<file path="config.mk">
export PLATFORM = sky130hd
export DESIGN_NAME = piso_serializer
export DESIGN_NICKNAME = d
export VERILOG_FILES = /design/src/rtl/fsm_pkg.sv /design/src/rtl/piso_serializer.sv
export SDC_FILE = /design/constraint.sdc
export NUM_CORES = 1
export LEC_CHECK = 0
export ABC_AREA = 1
export BUFFER_PORTS_ARGS = -buffer_cell sky130_fd_sc_hd__buf_4
export CORE_ASPECT_RATIO = 0.75
export CORE_MARGIN = 2
export CORE_UTILIZATION = 26
export CTS_CLUSTER_SIZE = 16
export DETAILED_ROUTE_END_ITERATION = 6
export GPL_ROUTABILITY_DRIVEN = 0
export PLACE_DENSITY = 0.46
export SYNTH_ARGS = -nofsm -noshare
export SYNTH_HDL_FRONTEND = slang
export SYNTH_SLANG_ARGS = --single-unit
</file>
<file path="constraint.sdc">
create_clock -name clk -period 1.4 [get_ports clk]
set_input_delay 0.28 -clock clk [delete_from_list [all_inputs] [get_ports clk]]
set_output_delay 0.28 -clock clk [all_outputs]
set_load 0.005 [all_outputs]
</file>
<file path="src/rtl/fsm_pkg.sv">
// Shared types for the serial front end: serializer state encoding and the
// line level driven on ser_out between frames.
package fsm_pkg;

  typedef enum logic [1:0] {
    SER_IDLE  = 2'b00,
    SER_SHIFT = 2'b01,
    SER_PAR   = 2'b10
  } ser_state_t;

  localparam logic SER_IDLE_LEVEL = 1'b0;

endpackage

</file>
<file path="src/rtl/piso_serializer.sv">
// Parallel-in/serial-out stage: accepts a word over valid/ready and shifts it out one bit per clk.
// Optional even-parity trailer bit enabled by defining PIPE_PARITY_BIT_EN.
module piso_serializer
  import fsm_pkg::*;
#(
  parameter int WIDTH     = 8,
  parameter bit MSB_FIRST = 1'b1
) (
  input  logic             clk,
  input  logic             clr,
  input  logic [WIDTH-1:0] load_data,
  input  logic             load_valid,
  output logic             load_ready,
  output logic             ser_out,
  output logic             ser_valid,
  output logic             done
);

  localparam int             CW       = $clog2(WIDTH);
  localparam logic [CW-1:0]  CNT_LAST = CW'(WIDTH - 1);
  localparam logic [CW-1:0]  CNT_ONE  = CW'(1);

  ser_state_t       state_r, state_s;
  logic [WIDTH-1:0] shreg_r, shreg_s;
  logic [CW-1:0]    cnt_r, cnt_s, cnt_inc_s;
  logic             ser_out_r, ser_out_s;
  logic             ser_valid_r, ser_valid_s;
  logic             done_r, done_s;
  logic             load_ready_s;
  logic             accept_s;
  logic             last_bit_s;
  logic             front_s;
  logic             load_first_s;
  logic [WIDTH-1:0] shifted_s;
  logic [WIDTH-1:0] load_rest_s;
`ifdef PIPE_PARITY_BIT_EN
  logic             par_r, par_s;
`endif

  assign last_bit_s = (cnt_r == CNT_LAST);
  assign cnt_inc_s  = cnt_r + CNT_ONE;
  assign accept_s   = load_valid & load_ready_s;

  assign load_ready = load_ready_s;
  assign ser_out    = ser_out_r;
  assign ser_valid  = ser_valid_r;
  assign done       = done_r;

  // State, datapath and output registers; clr aborts any frame in flight.
  always_ff @(posedge clk or negedge clr) begin
    if (!clr) begin
      state_r     <= SER_IDLE;
      shreg_r     <= {WIDTH{1'b0}};
      cnt_r       <= {CW{1'b0}};
      ser_out_r   <= SER_IDLE_LEVEL;
      ser_valid_r <= 1'b0;
      done_r      <= 1'b0;
`ifdef PIPE_PARITY_BIT_EN
      par_r       <= 1'b0;
`endif
    end else begin
      state_r     <= state_s;
      shreg_r     <= shreg_s;
      cnt_r       <= cnt_s;
      ser_out_r   <= ser_out_s;
      ser_valid_r <= ser_valid_s;
      done_r      <= done_s;
`ifdef PIPE_PARITY_BIT_EN
      par_r       <= par_s;
`endif
    end
  end

  // Ready depends only on state and count so the sender never sees a loop through valid.
  always_comb begin
    load_ready_s = 1'b0;
    case (state_r)
      SER_IDLE:  load_ready_s = 1'b1;
`ifdef PIPE_PARITY_BIT_EN
      SER_SHIFT: load_ready_s = 1'b0;
      SER_PAR:   load_ready_s = 1'b1;
`else
      SER_SHIFT: load_ready_s = last_bit_s;
      SER_PAR:   load_ready_s = 1'b0;
`endif
      default:   load_ready_s = 1'b0;
    endcase
  end

  // Bit-order selection: the shift register always keeps the next bit to send at its front.
  always_comb begin
    if (MSB_FIRST) begin
      front_s      = shreg_r[WIDTH-1];
      shifted_s    = {shreg_r[WIDTH-2:0], 1'b0};
      load_first_s = load_data[WIDTH-1];
      load_rest_s  = {load_data[WIDTH-2:0], 1'b0};
    end else begin
      front_s      = shreg_r[0];
      shifted_s    = {1'b0, shreg_r[WIDTH-1:1]};
      load_first_s = load_data[0];
      load_rest_s  = {1'b0, load_data[WIDTH-1:1]};
    end
  end

  // Next-state logic.
  always_comb begin
    state_s = state_r;
    case (state_r)
      SER_IDLE: begin
        if (accept_s) state_s = SER_SHIFT;
        else          state_s = SER_IDLE;
      end
      SER_SHIFT: begin
        if (!last_bit_s)   state_s = SER_SHIFT;
        else if (accept_s) state_s = SER_SHIFT;
        else begin
`ifdef PIPE_PARITY_BIT_EN
          state_s = SER_PAR;
`else
          state_s = SER_IDLE;
`endif
        end
      end
      SER_PAR: begin
        if (accept_s) state_s = SER_SHIFT;
        else          state_s = SER_IDLE;
      end
      default: state_s = SER_IDLE;
    endcase
  end

  // Output/datapath logic: computes the bit shown next cycle, so ser_out leaves a flop.
  always_comb begin
    shreg_s     = shreg_r;
    cnt_s       = cnt_r;
    ser_out_s   = SER_IDLE_LEVEL;
    ser_valid_s = 1'b0;
    done_s      = 1'b0;
`ifdef PIPE_PARITY_BIT_EN
    par_s       = par_r;
`endif
    if (accept_s) begin
      shreg_s     = load_rest_s;
      cnt_s       = {CW{1'b0}};
      ser_out_s   = load_first_s;
      ser_valid_s = 1'b1;
`ifdef PIPE_PARITY_BIT_EN
      par_s       = load_first_s;
`endif
    end else if ((state_r == SER_SHIFT) && !last_bit_s) begin
      shreg_s     = shifted_s;
      cnt_s       = cnt_inc_s;
      ser_out_s   = front_s;
      ser_valid_s = 1'b1;
`ifdef PIPE_PARITY_BIT_EN
      par_s       = par_r ^ front_s;
`else
      done_s      = (cnt_inc_s == CNT_LAST);
`endif
    end else if (state_r == SER_SHIFT) begin
`ifdef PIPE_PARITY_BIT_EN
      ser_out_s   = par_r;
      ser_valid_s = 1'b1;
      done_s      = 1'b1;
`else
      ser_valid_s = 1'b0;
`endif
    end else begin
      ser_valid_s = 1'b0;
    end
  end

endmodule
</file>
# [Word-level counts from Yosys, hierarchy flattened]
# Index checks and enable logic that the tools add are counted.
[word_totals] out_inout_bits=4 register_bits=16 in_bits=11 word_cells=31
[classes] muxes=14 bitwise_logic=1 eq_ne=4 reduce_logical=5 n_addsub=1
[ops] op="$mux W8" n=2
[ops] op="$mux W1" n=7
[ops] op="$eq A3 B3 Y1 const B" n=2
[ops] op="$mux W3" n=2
[ops] op="$pmux W2 S2" n=1
[ops] op="$add A3 B1 Y3 const B" n=1
[ops] op="$eq A2 B1 Y1 const B" n=1
[ops] op="$eq A2 B2 Y1 const B" n=1
[ops] op="$logic_not A2 Y1" n=1
[ops] op="$mux W2" n=1
[ops] op="$pmux W1 S2" n=1
[ops] op="$reduce_bool A2 Y1" n=1
[ops] op="$reduce_or A2 Y1" n=1
[ops] op="$and A1 B1 Y1" n=1
[ops] op="$logic_and A1 B1 Y1" n=1
[ops] op="$logic_not A1 Y1" n=1

# [Longest topological paths before layout]
# Gate-level depths: netlist of the first run.
[depth] ltp_word=6 depth_mapped=7 depth_no_buf=6

# [Least setup slack after synthesis of the first run]
# No wires, ideal clock.
[synth_path] path_type="register to output" start="register cnt_r[1]" end="output load_ready" t_arrival_ns=1.020 required_ns=1.120 path_buffers=1 path_stages_with_launch=6 slack_ns=0.100 cell_sequence="dfrtp_1 -> ha_1 -> ha_1 -> inv_1 -> nand2_2 -> buf_4"
[synth_between] elab_chain_cells=2
[synth_rtl] element="start, declared" line_no="piso_serializer.sv:25" rtl="logic [CW-1:0] cnt_r, cnt_s, cnt_inc_s;"
[synth_rtl] element="start signal, assigned" line_no="piso_serializer.sv:54" rtl="cnt_r <= {CW{1'b0}};"
[synth_rtl] element="start signal, assigned" line_no="piso_serializer.sv:64" rtl="cnt_r <= cnt_s;"
[synth_rtl] element="$eq A3 B3 Y1" line_no="piso_serializer.sv:40" rtl="assign last_bit_s = (cnt_r == CNT_LAST);"
[synth_rtl] element="$pmux W1 S2" line_no="piso_serializer.sv:77" rtl="case (state_r)"
[synth_rtl] element="end, declared" line_no="piso_serializer.sv:13" rtl="output logic load_ready,"
# Every way passes these cells.

# [Worst setup path after layout of the first run]
[layout_path] start="register cnt_r[0]" end="output load_ready"
# Same word-level chain as after synthesis.

==> results of run 1 <==
[flip-flops by register name, summed over array words and instances, names as in the netlist]
name,flops
done,1
state_r,1
ser_valid,1
ser_out,1
shreg_r,7
cnt_r,3
[critical path, cell delays in order, from the launching register on]
cell     delay, ps
dfrtp_1        420
ha_4           180
ha_4           150
inv_2           40
nand2_2         50
buf_6          110
[metal layers]
metal	vias to the layer above	GRT usage, %
li1	262	-
met1	235	14.94
met2	26	15.74
met3	0	5.785
met4	0	1.304
met5	-	0
[placed cells by master, fill, tap and decap left out]
cell type,n
buf_4,16
buf_6,2
clkbuf_4,3
dfrtp_1,14
dlygate4sd3_1,1
ha_1,1
ha_4,2
inv_1,2
inv_2,2
nand2_1,15
nand2_2,1
nand3_1,23
nor2_1,1
nor2_2,1
o21ai_0,1
o21ai_1,1
[kinds of logic (layout without fill, tap and decap cells)]
kind of cell               after synthesis  count (layout)
AOI/OAI and AO/OA                        2               2
adders and majority gates                3               3
buffers and inverters                    8              26
DFF                                     14              14
and+or+nand+nor                         41              41
[metrics by stage]
step | instances | setup TNS [ps]
6_report | 120 | -110.2
5_1_grt | 120 | -290.9
4_1_cts | 121 | -126.9
3_5_place_dp | 114 | 0
3_3_place_gp | 114 | 0
2_1_floorplan | 68 | 0
[cell type report]
cell class              instances  area share, %
well taps                      34          5.045
repair buffers                 19          18.10
multi-input cells              46          30.86
flip-flops and latches         14          41.54
inverters                       4          1.780
clock buffers                   3          2.671
[power breakdown]
group | switching (uW) | internal (uW)
Clock | 131 | 99.8
Combinational | 339 | 334
Sequential | 91.5 | 559
Total | 562 | 993
[repair_timing]
action,4_1_cts,5_1_grt
hold endpoints to repair,14,0
pin swaps,2,2
gates resized for setup,5,2
endpoints found under the setup margin,1,12
hold buffers,1,0
setup buffers,3,0
[final timing paths]
path                            slack (ps)  cells past startpoint                   start                    to
worst max-delay path                  -110                      5    cnt_r[0]$_DFFE_PN0P_            load_ready
worst min-delay path                   220                      3            load_data[7]     ser_out$_DFF_PN0_
worst max register to register          70                      7    cnt_r[0]$_DFFE_PN0P_  cnt_r[0]$_DFFE_PN0P_
worst min register to register         490                      2  shreg_r[7]$_DFFE_PN0P_     ser_out$_DFF_PN0_
max in group asynchronous              850                      2                     clr  cnt_r[0]$_DFFE_PN0P_
min in group asynchronous              380                      2                     clr        done$_DFF_PN0_
==> impl_metrics.toml, run 1 <==
[timing]
fin_worst_skew_ps = 1.749
fmax_mhz = 662.2
fin_hold_ws_ps = 222.0
slew_headroom_pct = 86.92
worstMarginPinSlew_ps = 196.2
setup_viol = 1
finalHoldViolations = 0
worst_slack_ps = -110.2
slew_viol_final = 0
final.period_utilization_pct = 107.9
rsz0062_at_grt = "yes"
fin_crit_ps = 1510

[synth]
synthTopCellsByArea = "dfrtp_1 (55%), nand3_1 (18%), nand2_1 (8.8%)"
synth-simple-area-share_pct = 29.41
synthMuxAreaShare_pct = 0
syn_inst = 68
synth_fa_ha_area_share_pct = 5.882
ys_seq_area_share_pct = 54.90
ys_ff_latch = 14
yosysMostFrequentCell = "nand3_1"
syn-cell-area_um2 = 638.1
async_flop_share_pct = 100.0
synth_compound_area_share_pct = 1.569
yosysTopAreaCell = "dfrtp_1"
synth_cell_types = 13
synth_top_family_by_area = "simple AND/OR/NAND/NOR gates"
synth_fp_nets = 82
syn_area_per_cell_um2 = 9.384
synthXorXnorAreaFrac_pct = 0
synth_edf_count = 0
synthTopCellsByCount = "nand3_1 (23), nand2_1 (15), dfrtp_1 (14)"
ys.flop_type = "dfrtp_1"
yosys.area.top_type_share_pct = 54.90
yosys_warnings = 0

[setup_path]
critPathKind = "reg -> out"
cp-start-kind = "flip-flop"
worstPathRequired_ps = 1120
cp_max_fo = 2
end_kind = "output pin"
arrival_ps = 1230

[finish]
finalNetCount = 102
fillerInstances = 248
antenna_cells = 0
fin_area_um2 = 843.3
seq_area_um2 = 350.3
utilization_pct = 36.53
syn2layout_area_growth_pct = 32.16
multi_input_area_um2 = 260.3
drive_above_1_share_pct = 31.40

[drt]
routed-wl-met3_um = 141
top_layer_used = "met3"
avgViaCountPerCell = 4.358
wl_met2_um = 580
antenna_left = 0
wl_met1_um = 559
vias = 523
drt_iter0_drc = 21
totalWireLength_um = 1281
route.detailed.drc = 0
avgRoutedWirePerCell_um = 10.68
drt_first_pass_iters = 4

[global_route]
grt_first_pass_wirelength_um = 2221
grt_max_degree = 22
gr-total-overflow = 0
grt_use_total_pct = 10.89
antenna_found_initial = 0
grt_pass1_vias = 484

[die]
core_region_area_um2 = 2308
initial_core_util_pct = 27.64
die_w_um = 61.21
row_count = 15
ios = 15
die_area_um2 = 2871
die_y_um = 46.91

[outcome]
outcome = "complete, but fails checks"
violations = "negative setup slack"

[clock_network]
clock-sinks = 14
htree_levels = 1
cts_root_buf = "clkbuf_4"
path_clk_slew_ps = 80
cts_tree = "yes"
numCtsBuffers = 3
clk-insertion-delay-late_ps = 280
cts.path.max_buffers = 2

[job]
maxCapViolCount = 0

[power]
total_power_uw = 1554
ir_worst_vdd_mv = 0.6955
powerDensity_nw_per_um2 = 1843
total_leakage_power_uw = 0.0004183

[placed_design]
post-place-ws_ps = 59.89
port_buffers = 14
dpl-instance-area_um2 = 775.7
dp_hpwl_um = 831.1

[min_path]
hp-class = "in -> reg"
Power figures use the tool's default switching activity.
==> inputs of run 2 (changes only) <==
--- a/config.mk
+++ b/config.mk
@@ -5,7 +5,6 @@
 export SDC_FILE = /design/constraint.sdc
 export NUM_CORES = 1
 export LEC_CHECK = 0
-export ABC_AREA = 1
 export BUFFER_PORTS_ARGS = -buffer_cell sky130_fd_sc_hd__buf_4
 export CORE_ASPECT_RATIO = 0.75
 export CORE_MARGIN = 2
@@ -13,7 +12,7 @@
 export CTS_CLUSTER_SIZE = 16
 export DETAILED_ROUTE_END_ITERATION = 6
 export GPL_ROUTABILITY_DRIVEN = 0
-export PLACE_DENSITY = 0.46
+export PLACE_DENSITY = 0.45
 export SYNTH_ARGS = -nofsm -noshare
 export SYNTH_HDL_FRONTEND = slang
 export SYNTH_SLANG_ARGS = --single-unit
==> impl_metrics.toml, run 2 <==
[synth]
synth_fp_nets = 69
yosysMostFrequentCell = "dfrtp_1"
yosys.area.top_type_share_pct = 48.11
synth_edf_count = 0
syn_inst = 55
synthTopCellsByCount = "dfrtp_1 (14), nand2_2 (10), mux2i_1 (7)"
ys_seq_area_share_pct = 48.11
ys.flop_type = "dfrtp_1"
ys_ff_latch = 14
yosys_warnings = 0
yosysTopAreaCell = "dfrtp_1"
syn-cell-area_um2 = 728.2
syn_area_per_cell_um2 = 13.24
async_flop_share_pct = 100.0
synth_cell_types = 18
synthTopCellsByArea = "dfrtp_1 (48%), mux2i_1 (9.6%), nand2_2 (8.6%)"

[drt]
antenna_left = 0
wl_met2_um = 630
vias = 462
drt_first_pass_iters = 2
top_layer_used = "met4"
routed-wl-met3_um = 86
avgViaCountPerCell = 4.088
totalWireLength_um = 1294
drt_iter0_drc = 16
route.detailed.drc = 0
avgRoutedWirePerCell_um = 11.45
wl_met1_um = 570

[setup_path]
arrival_ps = 1300
worstPathRequired_ps = 1120
cp_max_fo = 2
r2r_slack_ps = -130
end_kind = "output pin"
cp-start-kind = "flip-flop"
critPathKind = "reg -> out"

[timing]
fin_worst_skew_ps = 0.9674
fmax_mhz = 632.8
finalHoldViolations = 0
worstMarginPinSlew_ps = 166.4
worst_slack_ps = -180.3
slew_headroom_pct = 88.59
setup_viol = 11
slew_viol_final = 0
rsz0062_at_grt = "yes"
final.period_utilization_pct = 112.9
fin_crit_ps = 1580

[die]
die_y_um = 49.83
die_w_um = 65.11
ios = 15
row_count = 16
core_region_area_um2 = 2643
die_area_um2 = 3244
initial_core_util_pct = 27.56

[clock_network]
path_clk_slew_ps = 60
cts_tree = "yes"
htree_levels = 1
numCtsBuffers = 3
clock-sinks = 14
cts_root_buf = "clkbuf_8"
clk-insertion-delay-late_ps = 240
cts.path.max_buffers = 2

[min_path]
hp-class = "in -> reg"

[placed_design]
dpl-instance-area_um2 = 888.4
dp_hpwl_um = 845.9
port_buffers = 14

[finish]
fin_area_um2 = 989.7
antenna_cells = 0
largest_reg_flops = 7
utilization_pct = 37.45
finalNetCount = 93
layout_common_cells = "buf_4 (17), dfrtp_1 (14), nand2_2 (10)"
top_register = "shreg_r"
drive_above_1_share_pct = 61.04
mostFrequentLayoutCell = "buf_4"
syn2layout_area_growth_pct = 35.91
top_regs = "shreg_r (7), cnt_r (3)"

[power]
total_power_uw = 2009
powerDensity_nw_per_um2 = 2030
ir_worst_vdd_mv = 0.5948
total_leakage_power_uw = 0.0004751

[outcome]
violations = "negative setup slack"
outcome = "complete, but fails checks"

[job]
maxCapViolCount = 0

[global_route]
antenna_found_initial = 0
grt_first_pass_wirelength_um = 2187
grt_use_total_pct = 9.439
grt_pass1_vias = 462
grt_max_degree = 15
gr-total-overflow = 0
## run 2: what timing repair did
item,in CTS,in global routing
cloned,1,0
gates resized for setup,3,2
setup buffers,2,1
setup endpoints to repair,4,13
pin swaps,2,2
hold buffers,1,0
hold endpoints to repair,14,0
## run 2: critical path, cell delays in order, from the launching register on
cell and delay (ps):
dfrtp_1 380, ha_2 200, ha_4 160, nor2b_4 170, inv_8 30, buf_6 100
## run 2: layer usage
layer	up-vias	GRT usage, %
li1	230	-
met1	216	11.40
met2	14	14.60
met3	2	5.479
met4	0	2.083
met5	-	0
## run 2: cell families (layout without fill, tap and decap cells)
logic type               count (synthesis)  count (layout)  share of synthesized area (%)
multiplexers                             8               8                          12.71
flip-flops                              14              14                          48.11
AO/OA/AOI/OAI                            7               7                          7.903
AND/OR/NAND/NOR                         18              18                          17.52
buffers and inverters                    5              27                          8.591
adder cells (fa/ha/maj)                  3               3                          5.155
## run 2: final timing paths
| path | start | endpoint | cells after the start |
|---|---|---|---|
| worst min-delay path | load_data[0] | shreg_r[1]$_DFFE_PN0P_ | 3 |
| worst max-delay path | cnt_r[0]$_DFFE_PN0P_ | load_ready | 5 |
| min in group asynchronous | clr | ser_out$_DFF_PN0_ | 2 |
| worst max register to register | cnt_r[0]$_DFFE_PN0P_ | done$_DFF_PN0_ | 7 |
| worst min register to register | shreg_r[7]$_DFFE_PN0P_ | ser_out$_DFF_PN0_ | 2 |
| max in group asynchronous | clr | shreg_r[4]$_DFFE_PN0P_ | 2 |
## run 2: final cells by class
class,count,area (um^2)
Fill cell,275,1653
Sequential cell,14,350.3
Multi-Input combinational cell,36,330.3
Timing Repair Buffer,22,207.7
Tap cell,36,45.04
Clock buffer,3,41.29
Inverter,2,15.01
## run 2: power by group
group	leakage [uW]	total (uW)	switching, uW	internal, uW
clock network	0.0000216	329	138	190
registers	0.000175	651	88.4	562
logic	0.000278	1030	449	581
total	0.000475	2010	675	1330
## run 2: through the flow
stage          hold WS, ps  std cells  setup TNS (ps)  setup WS [ps]
2_1_floorplan       -15.59         55               0          16.58
3_3_place_gp         144.4        106               0          15.30
3_5_place_dp         150.3        106          -19.40         -10.58
4_1_cts              276.0        112           -1081         -192.8
5_1_grt              285.7        113           -1552         -230.9
6_report             281.5        113          -899.8         -180.3
==> inputs of run 3 (changes only) <==
--- a/config.mk
+++ b/config.mk
@@ -9,6 +9,7 @@
 export CORE_ASPECT_RATIO = 0.75
 export CORE_MARGIN = 2
 export CORE_UTILIZATION = 26
+export CTS_BUF_LIST = sky130_fd_sc_hd__clkbuf_4
 export CTS_CLUSTER_SIZE = 16
 export DETAILED_ROUTE_END_ITERATION = 6
 export GPL_ROUTABILITY_DRIVEN = 0
==> impl_metrics.toml, run 3 (same netlist as run 2, synthesis figures left out) <==
[finish]
drive_above_1_share_pct = 61.04
fillerInstances = 280
finalNetCount = 93
top_register = "shreg_r"
mostFrequentLayoutCell = "buf_4"
antenna_cells = 0
seq_area_um2 = 350.3
top_regs = "shreg_r (7), cnt_r (3)"
syn2layout_area_growth_pct = 34.02
multi_input_area_um2 = 330.3
largest_reg_flops = 7
layout_common_cells = "buf_4 (17), dfrtp_1 (14), nand2_2 (10)"
fin_area_um2 = 975.9

[timing]
finalHoldViolations = 0
fin_worst_skew_ps = 0.5015
setup_viol = 11
final.period_utilization_pct = 115.4
slew_viol_final = 0
worstMarginPinSlew_ps = 166.5
fmax_mhz = 619.2
rsz0062_at_grt = "yes"
fin_crit_ps = 1615
slew_headroom_pct = 88.58
worst_slack_ps = -215.0

[setup_path]
r2r_slack_ps = -190
worstPathRequired_ps = 1120
reg2reg_depth = 7
cp-start-kind = "flip-flop"
cp-endpoint = "load_ready"
r2r-end = "shreg_r[6]$_DFFE_PN0P_"
r2r_start = "cnt_r[0]$_DFFE_PN0P_"
end_kind = "output pin"
critPathLaunch = "cnt_r[0]$_DFFE_PN0P_"
arrival_ps = 1340
critPathKind = "reg -> out"
cp_max_fo = 2

[drt]
antenna_left = 0
drt_first_pass_iters = 2
avgViaCountPerCell = 4.115
avgRoutedWirePerCell_um = 11.55
route.detailed.drc = 0
drt_iter0_drc = 15
totalWireLength_um = 1305
vias = 465

[clock_network]
path_clk_slew_ps = 80
clk-insertion-delay-late_ps = 270
htree_levels = 1
cts.path.max_buffers = 2
clock-sinks = 14
cts_root_buf = "clkbuf_4"
cts_tree = "yes"
numCtsBuffers = 3

[placed_design]
dp_hpwl_um = 845.9
port_buffers = 14
dpl-instance-area_um2 = 888.4

[die]
core_region_area_um2 = 2643
row_count = 16
die_w_um = 65.11
die_y_um = 49.83
initial_core_util_pct = 27.56
die_area_um2 = 3244
ios = 15

[outcome]
violations = "negative setup slack"
outcome = "complete, but fails checks"

[job]
maxCapViolCount = 0

[global_route]
grt_first_pass_wirelength_um = 2208
grt_pass1_vias = 463
gr-total-overflow = 0
antenna_found_initial = 0
grt_use_total_pct = 9.540
grt_max_degree = 15

[min_path]
hp-class = "in -> reg"

[power]
total_leakage_power_uw = 0.0004764
powerDensity_nw_per_um2 = 1967
ir_worst_vdd_mv = 0.6009
total_power_uw = 1920
==> run 3: cell count changes in the layout (fill, tap and decap cells not counted) <==
| cell | before | now |
|---|---|---|
| clkbuf_4 | 0 | 3 |
| bufbuf_16 | 0 | 1 |
| buf_16 | 1 | 0 |
| clkbuf_8 | 3 | 0 |
==> run 3: worst min-delay path by stage <==
stage,cells past startpoint,startpoint,to,slack [ps]
2_1_floorplan,0,clr,cnt_r[0]$_DFFE_PN0P_,-20
3_5_place_dp,1,clr,ser_valid$_DFF_PN0_,150
6_report,3,load_data[0],shreg_r[1]$_DFFE_PN0P_,250
4_1_cts,3,load_data[0],shreg_r[1]$_DFFE_PN0P_,230
3_3_place_gp,1,clr,done$_DFF_PN0_,140
5_1_grt,3,load_data[7],ser_out$_DFF_PN0_,240
==> run 3: what timing repair did <==
item | CTS | global route
pin swaps | 2 | 2
hold endpoints to repair | 14 | 0
buffers inserted | 2 | 1
gates resized for setup | 3 | 1
setup endpoints to repair | 6 | 13
hold buffers | 1 | 0
gates cloned | 1 | 0
==> run 3: cell type report <==
class / count / share of cell area [%]
inverter: 2 / 1.538
timing repair buffer: 22 / 21.79
clock buffer: 3 / 2.308
tap: 36 / 4.615
sequential: 14 / 35.90
multi-input combinational: 36 / 33.85
==> run 3: layer usage <==
metal  global-route usage (%)  share of wire [%]  vias up
met5                        0                  0        -
met1                    11.70                 45      216
met3                    5.479                6.7        2
met2                    14.60                 47       14
li1                         -                  -      233
met4                    2.083               0.61        0
==> run 3: where the power goes <==
part / internal (uW) / switching (uW) / total, uW
Sequential: 561 / 88.6 / 649
Clock: 99.6 / 124 / 224
Combinational: 609 / 438 / 1050
==> run 3: worst max-delay path, cell delays in order, from the launching register on <==
cell	delay, ps
dfrtp_1	390
ha_2	200
ha_4	160
nor2b_4	170
inv_8	30
buf_6	100
==> run 3: through the flow <==
stage	setup WS [ps]	utilization, %	hold slack (ps)	instances	setup TNS [ps]
2_1_floorplan	16.58	-	-15.59	55	0
3_5_place_dp	-10.58	33.62	150.3	106	-19.40
6_report	-215.0	36.93	247.7	113	-1844
3_3_place_gp	15.30	33.62	144.4	106	0
4_1_cts	-237.5	36.51	233.1	112	-1268
5_1_grt	-284.3	36.93	239.8	113	-2539
